**config.mk**
```make
export PLATFORM = sky130hd
export DESIGN_NAME = lif_layer_scheduler
export DESIGN_NICKNAME = d
export VERILOG_FILES = /design/src/rtl/lif_layer_scheduler.sv
export SDC_FILE = /design/constraint.sdc
export NUM_CORES = 1
export LEC_CHECK = 0
export ABC_CLOCK_PERIOD_IN_PS = 8950
export CORE_MARGIN = 3
export CORE_UTILIZATION = 40
export CTS_CLUSTER_SIZE = 16
export DETAILED_ROUTE_END_ITERATION = 10
export REMOVE_ABC_BUFFERS = 1
export SLEW_MARGIN = 5
export SYNTH_ARGS = -nofsm -noshare
export SYNTH_HDL_FRONTEND = slang
export SYNTH_SLANG_ARGS = --single-unit
```
**constraint.sdc**
```tcl
create_clock -name clk -period 8.95 [get_ports clk]
set_input_delay 1.79 -clock clk [delete_from_list [all_inputs] [get_ports clk]]
set_output_delay 1.79 -clock clk [all_outputs]
set_load 0.03 [all_outputs]
```
**src/rtl/lif_layer_scheduler.sv**
```systemverilog
// Shared LIF update engine sequencing a layer of N neurons, one per cycle.
// Latency: start accepted at E0, neurons updated E1..EN, done pulses the cycle after EN.
// Backpressure: none; step_start is ignored (not queued) while busy.
module lif_layer_scheduler #(
    parameter int                     N      = 8,
    parameter int                     W      = 8,
    parameter int                     FRACT  = 4,
    parameter logic signed [W-1:0]    LAMBDA = 8'sd12,
    parameter logic signed [W-1:0]    INC    = 8'sd10,
    parameter logic signed [W-1:0]    THRESH = 8'sd16,
    localparam int                    IW     = (N > 1) ? $clog2(N) : 1
) (
    input  logic                clk,
    input  logic                rst_n,
    input  logic                step_start,
    input  logic [N-1:0]        in_spk,
    input  logic                clear,
    output logic                busy,
    output logic                done,
    output logic [N-1:0]        out_spk,
    input  logic [IW-1:0]       rd_idx,
    output logic signed [W-1:0] rd_pot
);

    localparam int SW = 2 * W + 1;
    localparam logic signed [W-1:0] PMAX = {1'b0, {(W-1){1'b1}}};
    localparam logic signed [W-1:0] PMIN = {1'b1, {(W-1){1'b0}}};

    typedef enum logic [1:0] {
        S_IDLE = 2'd0,
        S_RUN  = 2'd1,
        S_DONE = 2'd2
    } state_t;

    state_t              state;
    logic [IW-1:0]       idx;
    logic signed [W-1:0] pot [N];
    logic [N-1:0]        spk_in_q;
    logic [N-1:0]        spk_acc;

    logic signed [W-1:0]    cur_pot;
    logic                   cur_s;
    logic signed [2*W-1:0]  prod;
    logic signed [2*W-1:0]  leak;
    logic signed [SW-1:0]   inc_term;
    logic signed [SW-1:0]   sum;
    logic signed [W-1:0]    sat;
    logic                   fire;
    logic signed [W-1:0]    new_pot;
    logic [N-1:0]           spk_next;

    assign busy = (state != S_IDLE);

    // Select the neuron currently being updated and its captured input bit.
    always_comb begin
        cur_pot = '0;
        cur_s   = 1'b0;
        for (int i = 0; i < N; i++) begin
            if (idx == IW'(i)) begin
                cur_pot = pot[i];
                cur_s   = spk_in_q[i];
            end
        end
    end

    // Leak, integrate, saturate, then compare; reset-by-subtraction on fire.
    always_comb begin
        prod     = LAMBDA * cur_pot;
        leak     = prod >>> FRACT;
        inc_term = cur_s ? SW'(INC) : '0;
        sum      = SW'(leak) + inc_term;
        if (sum > SW'(PMAX)) begin
            sat = PMAX;
        end else if (sum < SW'(PMIN)) begin
            sat = PMIN;
        end else begin
            sat = sum[W-1:0];
        end
        fire    = (sat >= THRESH);
        new_pot = fire ? (sat - THRESH) : sat;
    end

    // Spike accumulator with the current neuron's result merged in, so the
    // final edge can publish all N bits at once.
    always_comb begin
        spk_next = spk_acc;
        for (int i = 0; i < N; i++) begin
            if (idx == IW'(i)) begin
                spk_next[i] = fire;
            end
        end
    end

    // Combinational potential readout; indices past N-1 read as zero.
    always_comb begin
        rd_pot = '0;
        for (int i = 0; i < N; i++) begin
            if (rd_idx == IW'(i)) begin
                rd_pot = pot[i];
            end
        end
    end

    // Sequencer FSM and potential storage; clear aborts like reset.
    always_ff @(posedge clk or negedge rst_n) begin
        if (!rst_n) begin
            state    <= S_IDLE;
            idx      <= '0;
            done     <= 1'b0;
            out_spk  <= '0;
            spk_in_q <= '0;
            spk_acc  <= '0;
            for (int i = 0; i < N; i++) begin
                pot[i] <= '0;
            end
        end else if (clear) begin
            state    <= S_IDLE;
            idx      <= '0;
            done     <= 1'b0;
            out_spk  <= '0;
            spk_in_q <= '0;
            spk_acc  <= '0;
            for (int i = 0; i < N; i++) begin
                pot[i] <= '0;
            end
        end else begin
            case (state)
                S_IDLE: begin
                    done <= 1'b0;
                    if (step_start) begin
                        spk_in_q <= in_spk;
                        spk_acc  <= '0;
                        idx      <= '0;
                        state    <= S_RUN;
                    end
                end
                S_RUN: begin
                    for (int i = 0; i < N; i++) begin
                        if (idx == IW'(i)) begin
                            pot[i] <= new_pot;
                        end
                    end
                    spk_acc <= spk_next;
                    if (idx == IW'(N - 1)) begin
                        out_spk <= spk_next;
                        done    <= 1'b1;
                        idx     <= '0;
                        state   <= S_DONE;
                    end else begin
                        idx <= idx + 1'b1;
                    end
                end
                S_DONE: begin
                    done  <= 1'b0;
                    state <= S_IDLE;
                end
                default: begin
                    done  <= 1'b0;
                    idx   <= '0;
                    state <= S_IDLE;
                end
            endcase
        end
    end

endmodule

```
==> reports/results.txt <==
Run status: finished, final reports clean
Post-route DRC: 0
Final setup violation count: 0
Drt initial violations: 647
Cts hold-fix bufs: 0
Initial Util: 0.413
Critical Path Max Stage Delay: 0.82 ns
Vias per cell: 6.20
Total power: 0.00111 W
Vias in the first global route: 5308
Final WL: 18600 um
DRT Pass-1 Iters: 5
Worst Path Arrival: 8.04 ns
GRT Util Overall: 0.230
Ys Warns: 0
Post-synthesis sequential area ratio: 0.385
Syn Inst Count: 682
Slew @ Worst Pin: 1.28 ns
Fin crit period: 7.76 ns
Area Overhead vs Synth: 13.5%
RSZ-0062 raised after global routing: no
Antenna Nets Post-Route: 0
Internal: 0.000779 W
Io pins: 33
Port-buffer cells: 32
Hold Path End: out_spk[7]
Flop pwr share: 0.393
Top cell type by total area after synthesis: dfrtp_1
Reg2reg end: out_spk[5]
Clock Sinks: 93
Crit path max-delay cell type: dfrtp_1
Layout cell share with drive strength beyond 1: 0.106
Die Span Y: 129 um
R2r setup slk: 1.19 ns
Total congestion overflow: 0
Ys flop type: dfrtp_1
Min-delay src: out_spk[7]
DR vias: 5490
Die Area: 0.0166 mm^2
Crit Path Max Fanout: 22
Clock power frac: 0.408
Final hold vios: 0
CTS buffer count: 9
Critical Path Sink Type: flop
Mean area per synthesized cell: 8.86 um^2
Worst-path clk slew: 0.07 ns
Delay-heaviest family, CP: simple AND/OR/NAND/NOR gates
Setup CP Type: flop to flop
Psw: 0.000329 W
RePlAce Congestion: 0.901
Max-cap violations: 0
Antenna Cells: 0
Max IR drop VDD: 0.0880 mV
HPWL Detailed: 13100 um
Total leakage power: 2.85 nW
Critical path startpoint category: flop
Initial antenna violation count: 0
Die W: 129 um
Req. time, crit path: 9.22 ns
Clk_lat worst skew: 0.36 ns
Top cells by area, synth: dfrtp_1 (38%), o21ai_0 (7.4%), nand3b_1 (5.3%), nor2_1 (5.2%), ha_1 (4.6%)
Layout net count: 734
Post-synth EDFFs: 0
H-tree levels: 3
Mapped Area: 0.00605 mm^2
Worst Path Buf+Inv: 4
CTS tree: done
Hold Crit Class: flop to flop
Fill cells: 1420
Post-route setup TNS: 0 ns
Row cnt: 44
Achievable Freq: 129 MHz
Final max-slew violation count: 0
Most frequent cells in the layout: dfrtp_1 (93), o21ai_0 (89), nor2_1 (83), nand2_1 (64), nand3b_1 (43)
#FFs+latches synth: 93
Sw Ratio: 0.297
Pwr Density: 161 mW/mm^2
Worst-case reg-to-reg path depth: 29
Rel. slew slack: 0.138
Root Driver: clkbuf_16
Final period utilization: 0.867
CTS max path bufs: 2
Commonest non-fill, non-tap cell in the layout: dfrtp_1
Setup Buffers After CTS: 0
Comb pwr share: 0.199
Asr flop ratio synth: 1.00
Post-CTS sizing: 0
Largest net degree at the start of global routing: 77
Reg2reg start: idx[2]
Hold path depth: 2
First-pass GRT wire length: 30000 um
Top-area cell type share of the netlist area: 0.385
Skew final: 0.00845 ns
Netlist cell types: 68
Core area: 0.0146 mm^2
WL per Instance: 21.0 um
-- worst max-delay path by stage --
stage / from / depth (start not counted) / end
after global routing: idx[2] / 29 / out_spk[5]
final: idx[2] / 29 / out_spk[5]
after floorplan: idx[0] / 29 / pot[30]
after detailed placement: idx[2] / 29 / out_spk[4]
after CTS: idx[2] / 29 / out_spk[5]
after global placement: idx[2] / 29 / out_spk[6]
-- layer usage --
| layer | routed length (um) | GRT usage | share of wire | vias up |
|---|---|---|---|---|
| met5 | 0 | 0 | 0 | - |
| met4 | 397 | 0.0809 | 0.021 | 0 |
| met3 | 1120 | 0.0378 | 0.060 | 26 |
| met2 | 8530 | 0.347 | 0.46 | 234 |
| met1 | 8510 | 0.335 | 0.46 | 2677 |
| li1 | - | - | - | 2553 |
-- stage by stage --
| step | hold slack (ns) | util | setup WS (ns) | cell area, um^2 | cells |
|---|---|---|---|---|---|
| floorplan | 0.462 | - | 2.35 | 5890 | 642 |
| global placement | 0.471 | 0.445 | 1.65 | 6510 | 869 |
| detailed placement | 0.472 | 0.445 | 1.36 | 6510 | 869 |
| CTS | 0.488 | 0.468 | 1.29 | 6860 | 885 |
| global route | 0.509 | 0.468 | 0.504 | 6860 | 885 |
| finish | 0.479 | 0.468 | 1.19 | 6860 | 885 |
-- flip-flops by register name, summed over array words and instances (netlist names) --
name	count
pot	64
out_spk	8
spk_in_q	8
spk_acc	7
idx	3
state	2
done	1
-- worst register-to-register path: cells and delay by family (launching register included) --
kind | cells | cell delay [ns]
compound gates | 10 | 1.82
xor+xnor | 1 | 0.09
fa+ha+maj | 5 | 1.64
buf+inv | 4 | 0.81
flops | 1 | 0.82
mux | 1 | 0.30
simple gates | 8 | 2.21
-- cells in the mapped netlist (all sizes together), types with 14 or more instances --
cell	n
mux2i	16
nand2	66
inv	14
dfrtp	93
o21ai	100
nor2	83
ha	22
a21oi	42
clkbuf	28
nand3b	43
mux2	15
-- final cells by class --
| type | instances | area (um^2) | share of cell area |
|---|---|---|---|
| Inverter | 14 | 52.6 | 0.00766 |
| Tap cell | 184 | 230 | 0.0336 |
| Timing Repair Buffer | 43 | 395 | 0.0576 |
| Clock buffer | 9 | 225 | 0.0328 |
| Clock inverter | 7 | 123 | 0.0179 |
| Sequential cell | 93 | 2330 | 0.339 |
| Multi-Input combinational cell | 535 | 3510 | 0.511 |
-- logic make-up after synthesis --
kind of cell | after synthesis | synth area share
AO/OA/AOI/OAI | 227 | 0.245
XOR/XNOR | 7 | 0.0114
adder cells (fa/ha/maj) | 23 | 0.0488
buffers and inverters | 54 | 0.0352
flip-flops | 93 | 0.385
multiplexers | 37 | 0.0774
AND/OR/NAND/NOR | 241 | 0.198
-- power by group through the flow --
stage | Combinational [W] | Sequential, W | Clock [W]
finish | 0.000221 | 0.000435 | 0.000452
global route | 0.000240 | 0.000435 | 0.000472
CTS | 0.000218 | 0.000435 | 0.000458
detailed placement | 0.000217 | 0.000443 | 0
global placement | 0.000212 | 0.000443 | 0
floorplan | 0.000136 | 0.000440 | 0
(Power assumes the default switching activity.)
